**src/rtl/dadda_arb_pkg.sv**
```systemverilog
// Shared parameters, state type and round-robin helper for the dadda_arbiter slice.
package dadda_arb_pkg;

  localparam int N_REQ  = 4;
  localparam int OP_W   = 8;
  localparam int PROD_W = 16;
  localparam int ID_W   = 2;

  typedef enum logic [1:0] {
    IDLE = 2'd0,
    CALC = 2'd1,
    RESP = 2'd2
  } state_e;

  // First requester with valid set, searching upward from ptr and wrapping.
  // The index is ID_W wide, so ptr + offset wraps modulo N_REQ for free.
  function automatic logic [ID_W-1:0] rr_pick(input logic [N_REQ-1:0] valid,
                                               input logic [ID_W-1:0]  ptr);
    logic [ID_W-1:0] idx;
    logic [ID_W-1:0] pick;
    pick = ptr;
    // Walk from the farthest offset down so the nearest valid is the last write.
    for (int off = N_REQ - 1; off >= 0; off--) begin
      idx = ptr + ID_W'(off);
      if (valid[idx]) pick = idx;
    end
    return pick;
  endfunction

endpackage

```
**src/rtl/dadda_final.sv**
```systemverilog
// Combinational unsigned 8x8 multiplier shared by all requesters.
module dadda_final
  import dadda_arb_pkg::*;
(
  input  logic [OP_W-1:0]   a,
  input  logic [OP_W-1:0]   b,
  output logic [PROD_W-1:0] prod
);

  // Sum the shifted partial-product rows; the full 16-bit width keeps 255*255 exact.
  always_comb begin
    // NOTE: every variable written in always_comb gets a value before any branch,
    // otherwise a path that skips the write infers a latch.
    prod = '0;
    for (int i = 0; i < OP_W; i++) begin
      if (b[i]) prod = prod + (PROD_W'(a) << i);
    end
  end

endmodule

```
**src/rtl/dadda_arbiter.sv**
```systemverilog
// Round-robin arbiter sharing one dadda_final multiplier among N_REQ requesters.
// Optional macro DADDA_ARB_PIPE_EN adds a product register and the CALC state
// (accept -> CALC -> RESP); without it accept goes straight to RESP.
module dadda_arbiter
  import dadda_arb_pkg::*;
(
  input  logic                    clk,
  input  logic                    rst,
  input  logic [N_REQ-1:0]        req_valid,
  input  logic [N_REQ*OP_W-1:0]   req_a,
  input  logic [N_REQ*OP_W-1:0]   req_b,
  output logic [N_REQ-1:0]        req_ready,
  output logic                    rsp_valid,
  output logic [ID_W-1:0]         rsp_id,
  output logic [PROD_W-1:0]       rsp_prod,
  input  logic                    rsp_ready,
  output logic                    busy
);

`ifdef DADDA_ARB_PIPE_EN
  localparam state_e ACCEPT_STATE = CALC;
`else
  localparam state_e ACCEPT_STATE = RESP;
`endif

  state_e            state_q,  state_d;
  logic [ID_W-1:0]   rr_ptr_q, rr_ptr_d;
  logic [OP_W-1:0]   op_a_q,   op_a_d;
  logic [OP_W-1:0]   op_b_q,   op_b_d;
  logic [ID_W-1:0]   op_id_q,  op_id_d;
  logic [PROD_W-1:0] mult_out;
  logic [ID_W-1:0]   grant_idx;
  logic              retire;
  logic              accept;
`ifdef DADDA_ARB_PIPE_EN
  logic [PROD_W-1:0] prod_q,   prod_d;
`endif

  // The multiplier only ever sees the registered operands.
  dadda_final u_mult (
    .a    (op_a_q),
    .b    (op_b_q),
    .prod (mult_out)
  );

  // Grant selection, handshake decode and next-state/next-register values.
  always_comb begin
    grant_idx = rr_pick(req_valid, rr_ptr_q);
    retire    = (state_q == RESP) && rsp_ready;
    // Reset wins over any handshake, so no grant is offered while rst is high.
    accept    = !rst && (|req_valid) && ((state_q == IDLE) || retire);
    req_ready = '0;
    state_d   = state_q;
    rr_ptr_d  = rr_ptr_q;
    op_a_d    = op_a_q;
    op_b_d    = op_b_q;
    op_id_d   = op_id_q;
    if (accept) begin
      req_ready[grant_idx] = 1'b1;
      op_a_d   = req_a[int'(grant_idx)*OP_W +: OP_W];
      op_b_d   = req_b[int'(grant_idx)*OP_W +: OP_W];
      op_id_d  = grant_idx;
      rr_ptr_d = grant_idx + ID_W'(1);
    end
    case (state_q)
      IDLE:    if (accept) state_d = ACCEPT_STATE;
      CALC:    state_d = RESP;
      RESP:    if (retire) state_d = accept ? ACCEPT_STATE : IDLE;
      default: state_d = IDLE;
    endcase
  end

`ifdef DADDA_ARB_PIPE_EN
  // Capture the product during CALC; it is held for the whole RESP phase.
  always_comb begin
    prod_d = prod_q;
    if (state_q == CALC) prod_d = mult_out;
  end
`endif

  // State, pointer and operand registers with synchronous reset.
  always_ff @(posedge clk) begin
    if (rst) begin
      // NOTE: the operand registers are reset as well so rsp_id/rsp_prod read
      // zero after reset instead of stale data from a discarded operation.
      state_q  <= IDLE;
      rr_ptr_q <= '0;
      op_a_q   <= '0;
      op_b_q   <= '0;
      op_id_q  <= '0;
`ifdef DADDA_ARB_PIPE_EN
      prod_q   <= '0;
`endif
    end else begin
      // NOTE: non-blocking assignments so every flop samples pre-edge values.
      state_q  <= state_d;
      rr_ptr_q <= rr_ptr_d;
      op_a_q   <= op_a_d;
      op_b_q   <= op_b_d;
      op_id_q  <= op_id_d;
`ifdef DADDA_ARB_PIPE_EN
      prod_q   <= prod_d;
`endif
    end
  end

  assign rsp_valid = (state_q == RESP);
  assign rsp_id    = op_id_q;
  assign busy      = (state_q != IDLE);
`ifdef DADDA_ARB_PIPE_EN
  assign rsp_prod  = prod_q;
`else
  assign rsp_prod  = mult_out;
`endif

endmodule

```
**config.mk**
```make
export PLATFORM = sky130hd
export DESIGN_NAME = dadda_arbiter
export DESIGN_NICKNAME = d
export VERILOG_FILES = /design/src/rtl/dadda_arb_pkg.sv /design/src/rtl/dadda_final.sv /design/src/rtl/dadda_arbiter.sv
export SDC_FILE = /design/constraint.sdc
export NUM_CORES = 1
export LEC_CHECK = 0
export ABC_AREA = 1
export CAP_MARGIN = 0
export CORE_MARGIN = 2
export CORE_UTILIZATION = 49
export DETAILED_ROUTE_END_ITERATION = 8
export PLACE_DENSITY = 0.82
export RECOVER_POWER = 50
export SYNTH_ARGS = -nofsm -noshare
export SYNTH_HDL_FRONTEND = slang
export SYNTH_SLANG_ARGS = --single-unit
```
**constraint.sdc**
```tcl
create_clock -name clk -period 12.4 [get_ports clk]
set_clock_uncertainty 0.2 [all_clocks]
set_input_delay 1.24 -clock clk [delete_from_list [all_inputs] [get_ports clk]]
set_output_delay 1.24 -clock clk [all_outputs]
set_load 0.02 [all_outputs]
```
# --- Word-level counts from Yosys, hierarchy flattened ---
# Cells that the tools add are included.
# Widths: inputs -> output; s select.
totals:
  ff_bits: 22
  latch_bits: 0
  ramBits: 0
  rom_bits: 0
  input_bits: 71
  out_inout_bits: 24
  wordCells: 65
  mem_count: 0
op_classes:
  add_sub_neg: 11
  n_mul: 0
  div_mod_pow: 0
  order_cmp: 6
  eq_ne: 4
  shifts: 2
  muxes: 27
  n_bitwise: 0
  n_reduce_logical: 10
ops:
  columns: ["cell", "n"]
  rows:
  - ["$mux 16", 7]
  - ["$shiftx 32x6->8", 2]
  - ["$add 16x10->16", 1]
  - ["$add 16x11->16", 1]
  - ["$add 16x12->16", 1]
  - ["$add 16x13->16", 1]
  - ["$add 16x14->16", 1]
  - ["$add 16x15->16", 1]
  - ["$add 16x9->16", 1]
  - ["$lt 2x3->1 const B", 5]
  - ["$mux 2", 7]
  - ["$bmux 1 s2", 4]
  - ["$mux 8", 1]
  - ["$pmux 2 s3", 1]
  - ["$mux 1", 5]
  - ["$add 2x1->2 const B", 2]
  - ["$add 2x2->2 const B", 2]
  - ["$logic_and 1x1->1", 4]
  - ["$mux 4", 1]
  - ["$reduce_or 4->1", 1]
  - ["$demux 1 s2", 1]
  - ["$eq 2x1->1 const B", 1]
  - ["$eq 2x2->1 const B", 1]
  - ["$ge 2x1->1 const B", 1]
  - ["other kinds (7)", 7]

# --- Logic depth before layout (Yosys ltp) ---
logic_depth:
  word_depth: 15
  depth_mapped: 54
  mapped_depth_nobuf: 53

# --- By module ---
# Synthesis repeated with hierarchy kept, for this count alone.
unflattened:
  hier_cells: 895
  area_unflattened_um2: 5093.6
modules_own_cells:
  columns: ["mod", "n_inst", "cells_per_inst", "area_each_um2", "seq_area_each_um2"]
  rows:
  - ["dadda_final", 1, 537, 3178.0, 0.0]
  - ["dadda_arbiter", 1, 358, 1915.6, 420.4]

# --- Worst setup path after synthesis ---
# No wires, ideal clock.
synth_path:
  path_kind: "reg2out"
  start: "register op_a_q[1]"
  end: "output rsp_prod[14]"
  t_arrival_ns: 8.079
  t_required_ns: 10.960
  path_slack_ns: 2.881
  stages_incl_launch_ff: 45
  path_buffers: 0
  path_cell_list: "dfxtp_1 -> nand2_1 -> inv_1 -> ha_1 -> fa_1 -> xor2_1 -> or2_2 -> o21ai_0 -> inv_1 -> fa_1 -> xor2_1 -> o21ai_0 -> inv_1 -> fa_1 -> o21ai_0 -> ha_1 -> inv_1 -> fa_1 -> [9 not listed] -> xnor2_1 -> nand2_1 -> and2_1 -> ha_1 -> nand2_1 -> o21ai_0 -> xnor2_1 -> nand2_1 -> and2_1 -> ha_1 -> nand2_1 -> nand2_1 -> a21oi_1 -> nor2_1 -> o21ai_0 -> nand2_1 -> xnor2_1 -> o21ai_0"
synth_between:
  elab_chain_cells: 15
synth_rtl:
  columns: ["element", "line_no", "rtl"]
  rows:
  - ["start: declaration", "dadda_arbiter.sv:28", "logic [OP_W-1:0] op_a_q, op_a_d;"]
  - ["start signal: assignment", "dadda_arbiter.sv:98", "op_a_q <= op_a_d;"]
  - ["$mux 8", "dadda_final.sv:16", "if (b[i]) prod = prod + (PROD_W'(a) << i);"]
  - ["$add 16x9->16", "dadda_final.sv:16", null]
  - ["$mux 16", "dadda_final.sv:16", null]
  - ["$add 16x10->16", "dadda_final.sv:16", null]
  - ["$mux 16", "dadda_final.sv:16", null]
  - ["$add 16x11->16", "dadda_final.sv:16", null]
  - ["$mux 16", "dadda_final.sv:16", null]
  - ["$add 16x12->16", "dadda_final.sv:16", null]
  - ["$mux 16", "dadda_final.sv:16", null]
  - ["$add 16x13->16", "dadda_final.sv:16", null]
  - ["$mux 16", "dadda_final.sv:16", null]
  - ["$add 16x14->16", "dadda_final.sv:16", null]
  - ["$mux 16", "dadda_final.sv:16", null]
  - ["$add 16x15->16", "dadda_final.sv:16", null]
  - ["$mux 16 *", "dadda_final.sv:16", null]
  - ["end: declaration", "dadda_arbiter.sv:15", "output logic [PROD_W-1:0] rsp_prod,"]
# Every way passes the cells marked *; elsewhere a longest branch is shown, timed or not.

# --- Final worst setup path ---
# Same ends and word-level chain as after synthesis.

==> out/summary.md <==
## Placement
• number of port buffers: 94
• Detail Placement HPWL: 9850 µm
• Placer Congestion: 0.971
• number of placed cells counting well taps: 967

## Floorplanning
• Initial Util: 50.3%
• area enclosed by the die boundary: 0.0103 mm²
• horizontal die dimension: 101 µm
• Site Rows: 35
• vertical die dimension: 101 µm
• I/O pin count: 95
• core footprint: 0.00924 mm²

## STA
• f_max: 0.0914 GHz
• part of the cycle the worst path needs: 88.2%
• total negative slack for setup checks: 0 ns
• worst slew slack as a fraction of its limit: -57.9%
• Setup violations, final: 0
• time the worst path needs with I/O delays and setup: 10.94 ns
• RSZ-0062 raised after global routing: false
• slew at the pin closest to its max-slew limit: 2.35 ns
• final hold violation count: 0
• final count of pins violating max slew: 20

## Clock network
• TritonCTS buffer count: 3
• number of sinks handled by clock tree synthesis: 21
• Post CTS Setup Buffer Count: 0
• hold_buf cts: 0
• number of instances resized during post-cts repair: 0
• largest buffer count on any clock path: 2
• H-tree depth reported by CTS: 1
• TritonCTS clock tree: yes
• clock-pin slew on the worst setup and hold paths: 0.08 ns
• clock insertion delay at the later pin of the skew report: 0.26 ns
• clock root cell: clkbuf_8

## Yosys
• main flop type after synthesis: dfxtp_1
• post-synthesis sequential area ratio: 9.04%
• largest family of logic cells by synthesized area: simple AND/OR/NAND/NOR gates
• arithmetic-cell share of the synthesized area counting full adders, half adders and majority gates: 19.7%
• library cell occupying the most area in the post-synthesis netlist: ha_1
• warning count from the yosys run: 0
• post-synthesis sequential element count: 21
• number of distinct library cell variants in the gate-level netlist after synthesis: 38
• Cells after Synth: 772
• post-synthesis net count: 912
• top cells by count, synth: 202 x nand2_1, 104 x inv_1, 85 x nand3_1
• count of flip-flops with a built-in enable after synthesis: 0
• fraction of synthesized cell area in xor and xnor cells: 4.71%
• mean area per synthesized cell: 6.02 µm²
• top-area cell type share of the netlist area: 16.7%
• multiplexer fraction of the synthesized cell area: 0%
• total standard cell area after synthesis: 0.00465 mm²
• Compound-Gate Fraction of Synth Area: 16.3%
• most used standard cell by instance count after synthesis: nand2_1
• top area cells in the synthesized netlist: ha_1 17%, nand2_1 16%, nand3_1 9.2%
• Async S/R FF share, synth: 0%
• fraction of the mapped netlist area in simple logic gates: 38.2%

## Final layout
• synthesis-to-finish area growth: 21.5%
• antenna cells: 0
• NumNets Final: 983
• share of final-layout standard cells stronger than drive strength 1: 2.97%
• non-filler instance count after layout: 971

## Worst hold path
• Hold Path Class: flop to flop

## Pwr
• maximum resistive drop on vdd: 165 µV
• switching power of the nets: 0.661 mW
• portion of total power attributed to sequential cells: 11.9%
• combinational share of power: 84.3%
• PwrDens: 209 mW/mm²
• share of total power consumed by net switching: 56.2%
• Leak: 2.97 nW
• Clk network pwr share: 3.8%
• internal power of the cells: 0.516 mW

## Setup path
• CP Capture Type: primary output
• Setup crit start kind: flop
• Required @ worst endpoint: 10.96 ns
• Crit Path Category: flop to primary output
• data arrival time of the critical path: 9.50 ns
• top fanout value on the critical path: 11
• library cell contributing the largest single delay on the critical path: clkdlybuf4s50_1
• most prevalent standard cell on the critical path: nand2_1
• Worst path max stage delay: 0.63 ns

## Route
• remaining antenna violation count: 0
• Avg WL per Cell: 12.8 µm
• final wirelength: 12400 µm
• number of DRC markers in iteration 0: 216
• DR vias/cell: 5.18
• TritonRoute pass-1 iters: 5
• number of remaining DRC errors: 0
• count of vias placed by the detailed router: 5026

## Run
• Max-cap violations: 1

## Global route
• initial antenna violation count: 0
• overflow left after global routing: 0
• wire length of the first global-routing pass: 21100 µm
• largest net degree at the start of global routing: 36
• total global routing track utilization: 24.7%
• vias in the first global route: 4708

## Outcome
• outcome: complete, but fails checks
• failing checks: capacitance limit, slew limit

[flip-flops by register name, summed over array words and instances, names as in the netlist]
register	count
op_a_q	8
op_b_q	8
rr_ptr_q	2
rsp_id	2
state_q	1
[cells in the final DEF (no fill, tap or decap), drive strengths merged, types with 7 or more instances in the layout]
cell	synthesis	layout
a21oi	44	44
and2	13	13
clkdlybuf4s50	0	85
dfxtp	21	21
dlygate4sd3	0	9
fa	7	7
ha	62	62
inv	107	107
nand2	202	202
nand3	87	87
nor2	36	36
o211ai	36	36
o21ai	31	31
or2	45	45
xnor2	10	10
xor2	15	15
[area by class of cell]
type / count / area [µm²]
clock buffers: 3 / 41.3
inverters: 109 / 409
multi-input cells: 613 / 3660
clock inverters: 1 / 5.00
fillers: 906 / 3590
repair buffers: 95 / 948
well taps: 129 / 161
flip-flops and latches: 21 / 420
[stage by stage]
stage | hold WS [ns] | cell area [µm²] | util, % | setup WS [ns] | total power [mW]
after global placement | 0.275 | 5610 | 60.7 | 1.97 | 1.12
after global routing | 0.330 | 5650 | 61.1 | 0.579 | 1.32
after CTS | 0.294 | 5660 | 61.2 | 1.49 | 1.18
after floorplan | 0.345 | 4650 | - | 2.88 | 0.897
final | 0.294 | 5650 | 61.1 | 1.46 | 1.18
after detailed placement | 0.272 | 5610 | 60.7 | 1.84 | 1.13
[worst max-delay path, delay by kind of cell, from the launching register on]
| family | cells | cell delay (ns) |
|---|---|---|
| compound gates | 8 | 1.60 |
| flops | 1 | 0.49 |
| fa+ha+maj | 9 | 3.29 |
| buf+inv | 5 | 0.97 |
| simple gates | 17 | 1.98 |
| xor+xnor | 6 | 0.94 |
[cells by family (layout without fill, tap and decap cells)]
| group | after synthesis | in the layout |
|---|---|---|
| AND/OR/NAND/NOR | 394 | 394 |
| AO/OA/AOI/OAI | 125 | 125 |
| buffers and inverters | 138 | 208 |
| XOR/XNOR | 25 | 25 |
| adder cells (fa/ha/maj) | 69 | 69 |
| flip-flops | 21 | 21 |
[worst paths after layout]
path	to	slack [ns]	cells after the start	from
worst min register to register	rsp_id[0]	0.29	2	rsp_id[0]
worst max register to register	op_b_q[3]	7.63	13	rr_ptr_q[0]
worst max-delay path	rsp_prod[14]	1.46	45	op_a_q[1]
worst min-delay path	rsp_id[0]	0.29	2	rsp_id[0]
[per-layer routing]
layer	share of wire, %	vias up	GRT usage, %
met2	47	121	43.6
met3	4.6	13	2.76
met5	0	-	0
li1	-	2661	-
met4	0.91	0	3.43
met1	48	2231	33.3
[power groups by stage]
stage,logic [mW],clock network [mW],registers [mW]
2_1_floorplan,0.785,0,0.112
3_3_place_gp,0.975,0,0.141
3_5_place_dp,0.989,0,0.141
4_1_cts,0.997,0.0464,0.139
5_1_grt,1.13,0.0496,0.145
6_report,0.992,0.0452,0.140
Power figures use the tool's default switching activity.
